<file path="src/rtl/music_sequencer.sv">
// Song sequencer feeding music_timer: walks a fixed 16-entry song table one
// entry per note_change pulse, with start/stop, end-of-song and optional looping.
//
// state | meaning
// IDLE  | stopped, outputs silent, idx held at 0
// FETCH | one-cycle gap (length=0); load entry idx or handle end marker
// PLAY  | entry held on length/pitch until note_change
module music_sequencer #(
  parameter bit LOOP = 1'b1
) (
  input  logic       clk,
  input  logic       rst_n,
  input  logic       play,
  input  logic       stop,
  input  logic       note_change,
  output logic [3:0] length,
  output logic [5:0] pitch,
  output logic       playing,
  output logic       song_done
);

  typedef enum logic [1:0] {
    IDLE  = 2'd0,
    FETCH = 2'd1,
    PLAY  = 2'd2
  } state_t;

  state_t      state;
  logic [3:0]  idx;
  logic [9:0]  entry;
  logic        is_end;

  // {pitch[5:0], len[3:0]}; len outside 1..7 marks the end of the song
  always_comb begin
    entry = 10'd0;
    case (idx)
      4'd0:    entry = {6'd20, 4'd3};
      4'd1:    entry = {6'd22, 4'd3};
      4'd2:    entry = {6'd24, 4'd3};
      4'd3:    entry = {6'd20, 4'd3};
      4'd4:    entry = {6'd27, 4'd2};
      4'd5:    entry = {6'd0,  4'd4};
      4'd6:    entry = {6'd25, 4'd7};
      default: entry = 10'd0;
    endcase
  end

  assign is_end = (entry[3:0] == 4'd0) || (entry[3:0] > 4'd7);

  always_ff @(posedge clk or negedge rst_n) begin
    if (!rst_n) begin
      state     <= IDLE;
      idx       <= 4'd0;
      length    <= 4'd0;
      pitch     <= 6'd0;
      playing   <= 1'b0;
      song_done <= 1'b0;
    end else begin
      song_done <= 1'b0;
      if (stop) begin
        state   <= IDLE;
        idx     <= 4'd0;
        length  <= 4'd0;
        pitch   <= 6'd0;
        playing <= 1'b0;
      end else begin
        case (state)
          IDLE: begin
            length <= 4'd0;
            pitch  <= 6'd0;
            idx    <= 4'd0;
            if (play) begin
              state   <= FETCH;
              playing <= 1'b1;
            end
          end
          FETCH: begin
            if (!is_end) begin
              length <= entry[3:0];
              pitch  <= entry[9:4];
              state  <= PLAY;
            end else begin
              length    <= 4'd0;
              song_done <= 1'b1;
              idx       <= 4'd0;
              if (!LOOP) begin
                state   <= IDLE;
                playing <= 1'b0;
                pitch   <= 6'd0;
              end
            end
          end
          PLAY: begin
            // pitch is held through the gap; only length drops to restart the timer
            if (note_change) begin
              idx    <= idx + 4'd1;
              length <= 4'd0;
              state  <= FETCH;
            end
          end
          default: begin
            state   <= IDLE;
            idx     <= 4'd0;
            length  <= 4'd0;
            pitch   <= 6'd0;
            playing <= 1'b0;
          end
        endcase
      end
    end
  end

endmodule
</file>
<file path="config.mk">
export PLATFORM = sky130hd
export DESIGN_NAME = music_sequencer
export DESIGN_NICKNAME = d
export VERILOG_FILES = /design/src/rtl/music_sequencer.sv
export SDC_FILE = /design/constraint.sdc
export NUM_CORES = 1
export LEC_CHECK = 0
export BUFFER_PORTS_ARGS = -buffer_cell sky130_fd_sc_hd__buf_2
export CAP_MARGIN = 0
export CORE_UTILIZATION = 57
export DETAILED_ROUTE_END_ITERATION = 12
export PLACE_DENSITY = 0.81
export SETUP_SLACK_MARGIN = 0.3
export SLEW_MARGIN = 20
export SYNTH_ARGS = -nofsm -noshare
export SYNTH_HDL_FRONTEND = slang
export SYNTH_SLANG_ARGS = --single-unit
</file>
<file path="constraint.sdc">
create_clock -name clk -period 4 [get_ports clk]
set_input_delay 0.8 -clock clk [delete_from_list [all_inputs] [get_ports clk]]
set_output_delay 0.8 -clock clk [all_outputs]
set_load 0.01 [all_outputs]
</file>
Word level (Yosys, flattened, before mapping). Cells that the tools add are included.

Bits in registers: 18. Output and inout bits: 12. Word-level logic and storage cells: 55.

Add/sub/neg operators: 1. Order comparisons: 1. Equal/unequal tests: 14. Multiplexer cells: 23. Reductions and logical operators: 10.

Operators with widths (count): case mux 9 bit (6 select lines) (1); 2-to-1 mux 4 bit (6); case mux 4 bit (2 select lines) (2); equality test 4 x 3 -> 1 bit (second input constant) (3); 2-to-1 mux 6 bit (2); inequality test 3 bit (second input constant) (4); case mux 6 bit (2 select lines) (1); equality test 4 x 2 -> 1 bit (second input constant) (2); logical NOT 4 bit (2); 2-to-1 mux 2 bit (4); case mux 2 bit (3 select lines) (1); AND reduction 2 bit (3); 2-to-1 mux 1 bit (5); adder 4 x 1 -> 4 bit (second input constant) (1); equality test 4 x 1 -> 1 bit (second input constant) (1); > comparator 4 x 3 -> 1 bit (second input constant) (1); OR reduction 2 bit (2); AND reduction 3 bit (1); equality test 2 x 1 -> 1 bit (second input constant) (1); equality test 2 bit (second input constant) (1); logical NOT 2 bit (1); inequality test 2 x 1 -> 1 bit (second input constant) (1); inequality test 2 bit (second input constant) (1); case mux 1 bit (2 select lines) (1); logical OR 1 bit (1).

Logic depth before layout (Yosys ltp).
Word-level depth: 8. Mapped depth: 6. Gate-level depth less buffers: 6.

Worst setup path before layout. No wires, ideal clock.

Path type: register to register. From: register idx[0]. To: register pitch[0]. Data arrival time: 1.564 ns. Path slack: 2.311 ns. Stages on the path, launching flop included: 7. Path buffers: 0. Period minus slack after synthesis: 1.689 ns. Cell sequence: dfrtp_1 > inv_1 > ha_1 > nor3_4 > a21oi_2 > o21ai_2 > mux2_4.

Word-level cells in the longest chain between the ends: 7. Elaborated cells between the ends (all ways): 17.

RTL lines: start, declared (line 29) `logic [3:0] idx;`; start signal, assigned (line 96) `idx <= idx + 4'd1;`; equality test 4 x 2 -> 1 bit or logical NOT 4 bit (tied branches) (line 36) `case (idx)`; OR reduction 2 bit (no source line); case mux 9 bit (6 select lines) * (line 36); > comparator 4 x 3 -> 1 bit or logical NOT 4 bit (tied branches) (line 48) `assign is_end = (entry[3:0] == 4'd0) || (entry[3:0] > 4'd7);`; logical OR 1 bit (line 48); inequality test 3 bit (no source line); AND reduction 2 bit (no source line); end signal, assigned (line 80) `pitch <= entry[9:4];`; end, declared (line 17) `output logic [5:0] pitch,`.

Every way passes the cells marked *; elsewhere a longest branch is shown, timed or not. The select of a mux whose other input is x is not followed. A chain may end at the register's enable or synchronous reset.

Final worst setup path. Same ends and word-level chain as after synthesis.

==> impl_summary.txt <==
----------------------------------------------------
[Floorplan]
  Initial core utilization ... 62.2%
  Total Die Area ... 0.00183 mm²
  Width of the chip ... 42.8 µm
  Core box area ... 0.00152 mm²
  Overall die height ... 42.8 µm
  Num ports ... 17
  Site row count ... 14

[Global routing]
  Global-route congestion overflow total ... 0
  Antenna violations before repair ... 0
  Number of global-route vias before repair ... 693
  Global-route wire length before repair ... 3.14 mm
  Overall global routing resource usage ... 22.4%
  Largest net degree at the start of global routing ... 17

[CTS]
  Total clock buffers created by CTS ... 3
  Clock latency on the worst-skew pair ... 0.28 ns
  Number of buffers between clock root and the deepest sink ... 2
  Number of post-CTS setup repair buffers ... 0
  Clock root buffer ... clkbuf_4
  CTS clk-pin slew, worst paths ... 0.10 ns
  Clock sinks ... 16
  Number of levels the H-tree was split into ... 1
  Count of cells resized by post-cts repair ... 0
  Clock tree from TritonCTS ... yes
  Post-cts hold buffer count ... 0

[Setup path]
  Required time of the critical path ... 4.17 ns
  Kind of critical path ... reg -> reg
  Minimum setup slack among reg-to-reg paths ... 2.10 ns
  CP Launch Type ... register
  Critical-path top delay cell ... dfrtp_1
  Worst-path cell chain ... inv_1 > ha_1 > nor3_4 > a21oi_2 > o21ai_2 > mux2_4
  WP data arrival ... 2.07 ns
  Max Fanout on Critical Path ... 6
  Critical Path Max Stage Delay ... 0.43 ns
  Depth of the worst register-to-register path ... 6
  Kind of end point of the critical path ... register

[Min path]
  Class of the tightest hold or removal check ... in -> async

[Cells and area]
  Finished Layout Cells ... 126
  Total inserted antenna cells ... 0
  Ratio of cells with drive above 1 in the final layout ... 23.6%
  # nets final ... 124
  Area Growth Syn to Fin ... 11.0%

[Detailed routing]
  Routed Wire Length ... 1.75 mm
  Avg WL per Cell ... 13.9 µm
  Drc violations ... 0
  Via-per-instance ratio ... 5.80
  First drt pass iteration count ... 4
  Iteration-0 DRC Markers ... 20
  DR vias ... 731
  Antenna violation net count after detailed routing ... 0

[Power]
  Peak VDD IR ... 0.260 mV
  Leakage power total ... 0.000504 µW
  Pwr/cell area ... 483 mW/mm²

[Logic synthesis]
  Most frequent cell after synthesis ... dfrtp_1
  Fraction of synthesized cell area in xor and xnor cells ... 0%
  Area fraction in compound gates after synthesis ... 17.4%
  Share of synthesized area occupied by flip-flops and latches ... 42.3%
  Fraction of synthesized area in multiplexers ... 3.70%
  Number of instances in the synthesized netlist ... 94
  Dominant combinational cell family by area after synthesis ... simple AND/OR/NAND/NOR gates
  Adder-cell area share of the yosys netlist ... 10.6%
  Yosys top cell by area ... dfrtp_1
  Post-synth EDFFs ... 0
  Number of unique standard cell types used by synthesis ... 32
  Post-synthesis register bit count ... 16
  Share of flip-flops with an asynchronous set or reset after synthesis ... 100%
  Post-Synthesis Mean Instance Area ... 10.1 µm²
  Simple-gate share of the synthesized area ... 20.9%
  Area share of the largest cell type after synthesis ... 42.3%
  Commonest register cell after synthesis ... dfrtp_1
  YS warnings ... 0
  Cell area after synthesis ... 947 µm²
  Leading post-synthesis cells by instance count ... 16 x dfrtp_1, 11 x nor2_1, 8 x ha_1
  Largest cells by area after synthesis ... dfrtp_1 42%, ha_1 11%, nor2_1 4.4%

[STA]
  Skew final ... 0.00759 ns
  Final worst slack ... 2.10 ns
  Final sum of negative setup slack ... 0 ns
  Fmax achieved ... 526 MHz
  Worst slew margin ... 46.5%
  Slew Viols, Final ... 0
  Unrepaired setup endpoints after global routing ... false
  Setup violation total in the final timing report ... 0
  Hold violation count in the final report ... 0
  Least-Margin Pin Slew ... 0.801 ns
  Share of the clock period used by the worst path after layout ... 47.6%
  Minimum clock period after layout ... 1.90 ns

[Flow run]
  Max-cap violations ... 0

[Placed design]
  Placed Cells incl. Taps ... 122
  Worst slack at placement ... 1.99 ns
  Post-DP HPWL ... 1.31 mm
  Global placer's final weighted congestion ... 0.773
  Count of port buffers added during placement ... 14

[Run status]
  Status ... finished clean

----------------------------------------------------
[critical path, delay by kind of cell (launching register included)]
family | cells | cell delay [ns]
DFF | 1 | 0.43
AOI/OAI and AO/OA | 2 | 0.39
and+or+nand+nor | 1 | 0.25
buffers and inverters | 1 | 0.10
adders and majority gates | 1 | 0.29
muxes | 1 | 0.33
[routing by layer]
metal / track usage [%] / routed length, µm / vias up
met5: 0 / 0 / -
met4: 3.75 / 0 / 0
met3: 3.83 / 82 / 0
met1: 31.9 / 866 / 352
li1: - / - / 354
met2: 36.4 / 803 / 25
[final cells by class]
type	instances	area [µm²]
Inverter	5	18.8
Timing Repair Buffer	14	70.1
Multi-Input combinational cell	71	505
Clock buffer	4	36.3
Sequential cell	16	400
Tap cell	16	20.0
Fill cell	120	473
[flip-flops by register name, summed over array words and instances (netlist names)]
name       flops
song_done      1
pitch          5
state          2
idx            4
playing        1
length         3
[logic make-up (layout without fill, tap and decap cells)]
kind of cell / Yosys count / in the layout
buffers and inverters: 8 / 23
AND/OR/NAND/NOR: 34 / 34
multiplexers: 3 / 3
other: 1 / 2
AO/OA/AOI/OAI: 24 / 24
adder cells (fa/ha/maj): 8 / 8
flip-flops: 16 / 16
[power by group]
part	switching, µW	internal (µW)	total (µW)
logic	116	76.0	192
clock network	51.3	55.3	107
registers	20.7	189	209
total	188	320	508
[through the flow]
step	instance area, µm²	hold slack (ns)	utilization, %	power [µW]
final	1050	0.410	69.0	508
after global routing	1050	0.446	69.0	545
after CTS	1050	0.423	69.0	507
after detailed placement	1010	0.472	66.6	400
after global placement	1010	0.458	66.6	389
after floorplan	951	0.504	-	346
[worst paths after layout]
check                                      start               endpoint
setup / recovery              idx[0]$_DFFE_PN0P_   pitch[0]$_DFFE_PN0P_
hold / removal                             rst_n  length[1]$_DFFE_PN0P_
setup reg to reg              idx[0]$_DFFE_PN0P_   pitch[0]$_DFFE_PN0P_
hold reg to reg            length[2]$_DFFE_PN0P_  length[2]$_DFFE_PN0P_
max in group asynchronous                  rst_n   pitch[3]$_DFFE_PN0P_
min in group clk           length[2]$_DFFE_PN0P_  length[2]$_DFFE_PN0P_
[layout by cell type (no fill, tap or decap), types with 3 or more instances in the layout]
| cell | n |
|---|---|
| a21oi_1 | 6 |
| buf_2 | 14 |
| clkbuf_4 | 3 |
| dfrtp_1 | 16 |
| ha_1 | 8 |
| inv_1 | 5 |
| nand2_1 | 7 |
| nand2b_1 | 3 |
| nor2_1 | 11 |
| o21ai_0 | 6 |
| o2bb2ai_1 | 3 |
Power figures use the tool's default switching activity.
